<file path="config.mk">
export PLATFORM = sky130hd
export DESIGN_NAME = wb_regfile
export DESIGN_NICKNAME = d
export VERILOG_FILES = /design/src/rtl/wb_regfile.sv
export SDC_FILE = /design/constraint.sdc
export NUM_CORES = 2
export LEC_CHECK = 0
export BUFFER_PORTS_ARGS = -buffer_cell sky130_fd_sc_hd__buf_2
export CAP_MARGIN = 20
export CORE_ASPECT_RATIO = 0.9
export CORE_MARGIN = 5
export CORE_UTILIZATION = 62
export DETAILED_ROUTE_END_ITERATION = 8
export PLACE_DENSITY = 0.9
export SYNTH_ARGS = -nofsm -noshare
export SYNTH_HDL_FRONTEND = slang
export SYNTH_SLANG_ARGS = --single-unit
</file>
<file path="constraint.sdc">
create_clock -name clk_i -period 3.85 [get_ports clk_i]
set_input_delay 0.77 -clock clk_i [delete_from_list [all_inputs] [get_ports clk_i]]
set_output_delay 0.77 -clock clk_i [all_outputs]
set_load 0.01 [all_outputs]
</file>
<file path="src/rtl/wb_regfile.sv">
// wb_regfile: writeback mux, register array with same-cycle write-through read ports, and retired-write counter
module wb_regfile #(
  parameter int DATA_W   = 64,
  parameter int ADDR_W   = 5,
  parameter int ZERO_REG = 1,
  parameter int CNT_W    = 32
) (
  input  logic              clk_i,
  input  logic              rst_i,
  input  logic              reg_write_en_i,
  input  logic              mem_to_reg_i,
  input  logic [ADDR_W-1:0] reg_write_addr_i,
  input  logic [DATA_W-1:0] alu_i,
  input  logic [DATA_W-1:0] mem_data_i,
  input  logic [ADDR_W-1:0] rs1_addr_i,
  input  logic [ADDR_W-1:0] rs2_addr_i,
  output logic [DATA_W-1:0] rs1_data_o,
  output logic [DATA_W-1:0] rs2_data_o,
  output logic [DATA_W-1:0] wb_data_o,
  output logic [CNT_W-1:0]  wb_count_o
);
  logic [DATA_W-1:0] regs [2**ADDR_W];
  logic [DATA_W-1:0] wb_sel;
  logic              we;
  assign wb_sel = mem_to_reg_i ? mem_data_i : alu_i;
  assign we = reg_write_en_i && !rst_i && !(ZERO_REG != 0 && reg_write_addr_i == '0);
  always_comb begin
    wb_data_o  = rst_i ? '0 : wb_sel;
    rs1_data_o = (rst_i || (ZERO_REG != 0 && rs1_addr_i == '0)) ? '0 :
                 (we && reg_write_addr_i == rs1_addr_i) ? wb_sel : regs[rs1_addr_i];
    rs2_data_o = (rst_i || (ZERO_REG != 0 && rs2_addr_i == '0)) ? '0 :
                 (we && reg_write_addr_i == rs2_addr_i) ? wb_sel : regs[rs2_addr_i];
  end
  always_ff @(posedge clk_i) begin
    if (rst_i) begin
      for (int i = 0; i < 2**ADDR_W; i++) regs[i] <= '0;
      wb_count_o <= '0;
    end else if (we) begin
      regs[reg_write_addr_i] <= wb_sel;
      wb_count_o             <= wb_count_o + CNT_W'(1);
    end
  end
endmodule

</file>
==> results.sh, run 1 <==
export IMPL_clockRootBuffer="clkbuf_16"
export IMPL_firstError="[ERROR GRT-0232] Routing congestion too high. Check the congestion heatmap in the GUI."
export IMPL_gp_congestion=0.965
export IMPL_outcome="stopped before the end"
export IMPL_crit_endpoint="rs2_data_o[10]"
export IMPL_antenna_found_initial=111
export IMPL_pre_cts_ws_ns=-0.375
export IMPL_ys_seq_elements=2080
export IMPL_track_usage=0.770
export IMPL_ys_warn_count=0
export IMPL_clockBufferDepth=3
export IMPL_syn_avg_cell_area_um2=14.8
export IMPL_die_h_um=403
export IMPL_boundaryPins=371
export IMPL_die_width_um=446
export IMPL_syn_area_um2=106000
export IMPL_grt_overflow_total=171
export IMPL_ys_types=51
export IMPL_clock_sinks=2080
export IMPL_endpoint_type="primary output"
export IMPL_row_count=144
export IMPL_syn_inst=7156
export IMPL_async_flop_share=0
export IMPL_dp_hpwl_mm=240
export IMPL_initial_core_util=0.622
export IMPL_yosysSeqAreaShare=0.585
export IMPL_io_buffers=370
export IMPL_numCtsBuffers=199
export IMPL_synth_edff_count=2048
export IMPL_grt_max_degree=107
export IMPL_synth_main_ff_cell="edfxtp_1"
export IMPL_cts_htree_levels=4
export IMPL_failed_stage="5_1_grt"
## routing by layer
metal / track usage / overflow
met3: 0.727 / 7
met1: 0.736 / 8
met4: 0.732 / 60
met2: 0.873 / 95
met5: 0.586 / 1
## logic make-up after synthesis
kind of cell,count (synthesis),synth area share
xor+xnor,33,0.00272
other cells,1,0.0000353
compound gates,371,0.0238
mux,1361,0.262
fa+ha+maj,1,0.000118
simple gates,2503,0.0940
flops,2080,0.585
buf+inv,806,0.0321
## cell usage after synthesis (all sizes together) (27+ instances only)
| library cell | count | area [um2] |
|---|---|---|
| buf | 256 | 1350 |
| clkbuf | 539 | 2020 |
| dfxtp | 32 | 641 |
| edfxtp | 2048 | 61500 |
| mux2 | 85 | 957 |
| mux2i | 145 | 1450 |
| mux4 | 1131 | 25500 |
| nand2 | 186 | 698 |
| nand2b | 32 | 200 |
| nor2 | 2088 | 7840 |
| nor2b | 60 | 375 |
| o211ai | 146 | 1100 |
| o22ai | 186 | 1160 |
| or3 | 69 | 432 |
| xnor2 | 27 | 236 |
## per-stage QoR
stage	hold slack [ns]	std cells	instance area (um2)	setup TNS, ns	utilization
CTS	0.132	10025	123000	-0.151	0.722
detailed placement	0.476	9621	116000	-1.57	0.679
global placement	0.469	9621	116000	-1.02	0.679
floorplan	0.502	7219	106000	0	-
## repair_timing
action / in CTS
buffers inserted: 32
gates cloned: 9
endpoints found under the setup margin: 61
resized for setup: 66
pin swaps: 8
hold buffers: 0
==> run 2, diff against run 1 <==
--- a/config.mk
+++ b/config.mk
@@ -7,11 +7,10 @@
 export LEC_CHECK = 0
 export BUFFER_PORTS_ARGS = -buffer_cell sky130_fd_sc_hd__buf_2
 export CAP_MARGIN = 20
-export CORE_ASPECT_RATIO = 0.9
 export CORE_MARGIN = 5
-export CORE_UTILIZATION = 62
+export CORE_UTILIZATION = 40
 export DETAILED_ROUTE_END_ITERATION = 8
-export PLACE_DENSITY = 0.9
+export PLACE_DENSITY_LB_ADDON = 0.15
 export SYNTH_ARGS = -nofsm -noshare
 export SYNTH_HDL_FRONTEND = slang
 export SYNTH_SLANG_ARGS = --single-unit
==> results.sh, run 2 <==
export IMPL_synth_common_cells="2088 x nor2_1, 2048 x edfxtp_1, 1131 x mux4_2"
export IMPL_reg2reg_slack_ns=1.57
export IMPL_boundaryPins=371
export IMPL_largest_reg_flops=2048
export IMPL_grt_pass1_vias=74285
export IMPL_p_comb_frac=0.139
export IMPL_hold_viol=0
export IMPL_viasPerCell=6.48
export IMPL_async_flop_share=0
export IMPL_syn_inst=7156
export IMPL_p_int_uw=42000
export IMPL_min_delay_worst_endpoint="regs[9][27]"
export IMPL_synth_edff_count=2048
export IMPL_clock_sinks=2080
export IMPL_critical_path_class="input pin to output port"
export IMPL_reg2reg_from="wb_count_o[4]"
export IMPL_route_detailed_drc=0
export IMPL_synth_top_area_share=0.579
export IMPL_row_count=189
export IMPL_area_growth_syn_to_layout_pct=18.8
export IMPL_power_density_nw_per_um2=449
export IMPL_die_width_um=525
export IMPL_die_h_um=525
export IMPL_crit_slowest_cell="o22ai_1"
export IMPL_die_area_um2=276000
export IMPL_cap_viol_max_count=0
export IMPL_ys_warn_count=0
export IMPL_final_cell_mix="2087 x nor2_1, 2048 x edfxtp_1, 1131 x mux4_2"
export IMPL_nets=7818
export IMPL_numCtsBuffers=229
export IMPL_pre_cts_ws_ns=-0.333
export IMPL_r2r_end="wb_count_o[29]"
export IMPL_synth_area_top_cells="edfxtp_1 58%, mux4_2 24%, nor2_1 7.4%"
export IMPL_synth_top_cell_by_area="edfxtp_1"
export IMPL_end_kind="output port"
export IMPL_regMostFlops="regs"
export IMPL_hp_class="input pin to register"
export IMPL_syn_area_um2=106000
export IMPL_crit_chain="buf_6 -> or3_4 -> o21ai_4 -> o31ai_4 -> buf_12 -> buf_4 -> or3_1 -> o22ai_1 -> buf_2"
export IMPL_cp_max_fo=19
export IMPL_relSlewSlack=0.276
export IMPL_hold_start="alu_i[27]"
export IMPL_setup_slack_ns=-0.0429
export IMPL_routed_wl_mm=423
export IMPL_initial_core_util=0.401
export IMPL_top_regs="regs x2048, wb_count_o x32"
export IMPL_cpLargestDelayFamily="compound AO/OA/AOI/OAI gates"
export IMPL_sequentialPowerShare=0.471
export IMPL_dpl_cell_count=10937
export IMPL_ant_nets=0
export IMPL_worstPathArrival_ns=3.12
export IMPL_grt_setup_unrepaired="yes"
export IMPL_wl_per_cell_um=37.0
export IMPL_dr_pass1_iters=5
export IMPL_syn_avg_cell_area_um2=14.8
export IMPL_io_buffers=370
export IMPL_power_leakage_uw=0.0446
export IMPL_setup_viol=4
export IMPL_clockBufferDepth=3
export IMPL_tightest_slew_ns=1.09
export IMPL_grt_pass1_wl_mm=583
export IMPL_dp_hpwl_mm=244
export IMPL_track_usage=0.299
export IMPL_synth_main_ff_cell="edfxtp_1"
export IMPL_finClkSkew_ns=0.0144
export IMPL_finalCriticalPeriod_ns=3.89
export IMPL_core_um2=265000
export IMPL_ys_types=51
export IMPL_p_sw_uw=14700
export IMPL_switching_share=0.259
export IMPL_holdPathStages=3
export IMPL_cts_tree="built"
export IMPL_final_cells=11407
export IMPL_clkSlewWorstSetupHoldPaths_ns=0.06
export IMPL_grt_overflow_total=0
export IMPL_cpPeakStageDelay_ns=0.51
export IMPL_grt_max_degree=107
export IMPL_fmax_mhz=257
export IMPL_yosysSeqAreaShare=0.585
export IMPL_clkLatencyLatePin_ns=0.90
export IMPL_yosysMostFrequentCell="nor2_1"
export IMPL_r2r_cells=6
export IMPL_cts_hold_buf=0
export IMPL_first_iter_violations=11278
export IMPL_antenna_found_initial=17
export IMPL_startpoint_type="input pin"
export IMPL_drive_gt1_frac=0.345
export IMPL_clkPwrFrac=0.389
export IMPL_cts_htree_levels=4
export IMPL_ir_drop_v=0.000525
export IMPL_violations="setup timing"
export IMPL_final_common_cell="nor2_1"
export IMPL_crit_buf_inv=4
export IMPL_vias=73917
export IMPL_outcome="finished with violations"
export IMPL_slew_violations=0
export IMPL_clockRootBuffer="clkbuf_16"
export IMPL_final_period_utilization=1.01
export IMPL_critical_path_required_ns=3.08
export IMPL_ys_seq_elements=2080
export IMPL_gp_congestion=0.818
[run 2: worst register-to-register path: cells and delay by family, from the launching register on]
family,cells,cell delay (ns)
AOI/OAI and AO/OA,2,0.34
DFF,1,0.40
buffers and inverters,1,0.22
and+or+nand+nor,3,1.16
[run 2: routing by layer]
layer,up-vias,track usage,part of all wire
li1,28626,-,-
met5,-,0,0
met1,39174,0.410,0.38
met3,921,0.0608,0.11
met2,5196,0.473,0.47
met4,0,0.115,0.043
[run 2: cells by family (layout without fill, tap and decap cells)]
family / count (synthesis) / count (layout) / synth area share
and+or+nand+nor: 2503 / 2503 / 0.0940
DFF: 2080 / 2080 / 0.585
muxes: 1361 / 1361 / 0.262
buffers and inverters: 806 / 1451 / 0.0321
AOI/OAI and AO/OA: 371 / 371 / 0.0238
xor gates and xnor gates: 33 / 33 / 0.00272
adders and majority gates: 1 / 1 / 0.000118
other: 1 / 74 / 0.0000353
[run 2: final cells by class]
cell class | instances | area (um2)
Tap cell | 3533 | 4420
Sequential cell | 2080 | 62100
Inverter | 11 | 43.8
Antenna cell | 10 | 25.0
Clock inverter | 145 | 1410
Multi-Input combinational cell | 4333 | 42300
Fill cell | 22982 | 139000
Timing Repair Buffer | 1015 | 9860
Clock buffer | 280 | 6040
[run 2: what timing repair did]
| item | CTS | global route |
|---|---|---|
| resized for setup | 21 | 27 |
| gates cloned | 2 | 4 |
| endpoints found under the setup margin | 91 | 39 |
| pin swaps | 6 | 8 |
| buffers inserted | 6 | 23 |
[run 2: how the worst max path moves through the flow]
stage                              from              to  slack, ns  cells past startpoint
floorplan           reg_write_addr_i[0]     regs[12][0]       0.23                      4
global placement    reg_write_addr_i[2]  rs1_data_o[55]      -0.32                      9
detailed placement  reg_write_addr_i[2]  rs1_data_o[55]      -0.33                      9
CTS                       rs2_addr_i[0]  rs2_data_o[32]     -0.006                      9
global route        reg_write_addr_i[4]  rs2_data_o[50]      -0.02                     10
finish              reg_write_addr_i[4]  rs2_data_o[17]      -0.04                      9
[run 2: power by group through the flow]
stage | Sequential, uW | Clock, uW | Combinational [uW]
2_1_floorplan | 27000 | 0 | 4450
3_3_place_gp | 27000 | 0 | 7720
3_5_place_dp | 27100 | 0 | 7740
4_1_cts | 26700 | 22300 | 7790
5_1_grt | 26800 | 23300 | 8160
6_report | 26700 | 22100 | 7880
[run 2: through the flow]
| stage | setup TNS, ns | hold slack (ns) | power [uW] | area [um2] | util |
|---|---|---|---|---|---|
| 6_report | -0.121 | 0.267 | 56600 | 126000 | 0.477 |
| 5_1_grt | -0.0969 | 0.248 | 58300 | 126000 | 0.477 |
| 4_1_cts | -0.00899 | 0.205 | 56800 | 126000 | 0.475 |
| 3_5_place_dp | -7.17 | 0.478 | 34900 | 118000 | 0.446 |
| 3_3_place_gp | -7.80 | 0.472 | 34800 | 118000 | 0.446 |
| 2_1_floorplan | 0 | 0.502 | 31400 | 106000 | - |
Power figures use the tool's default switching activity.
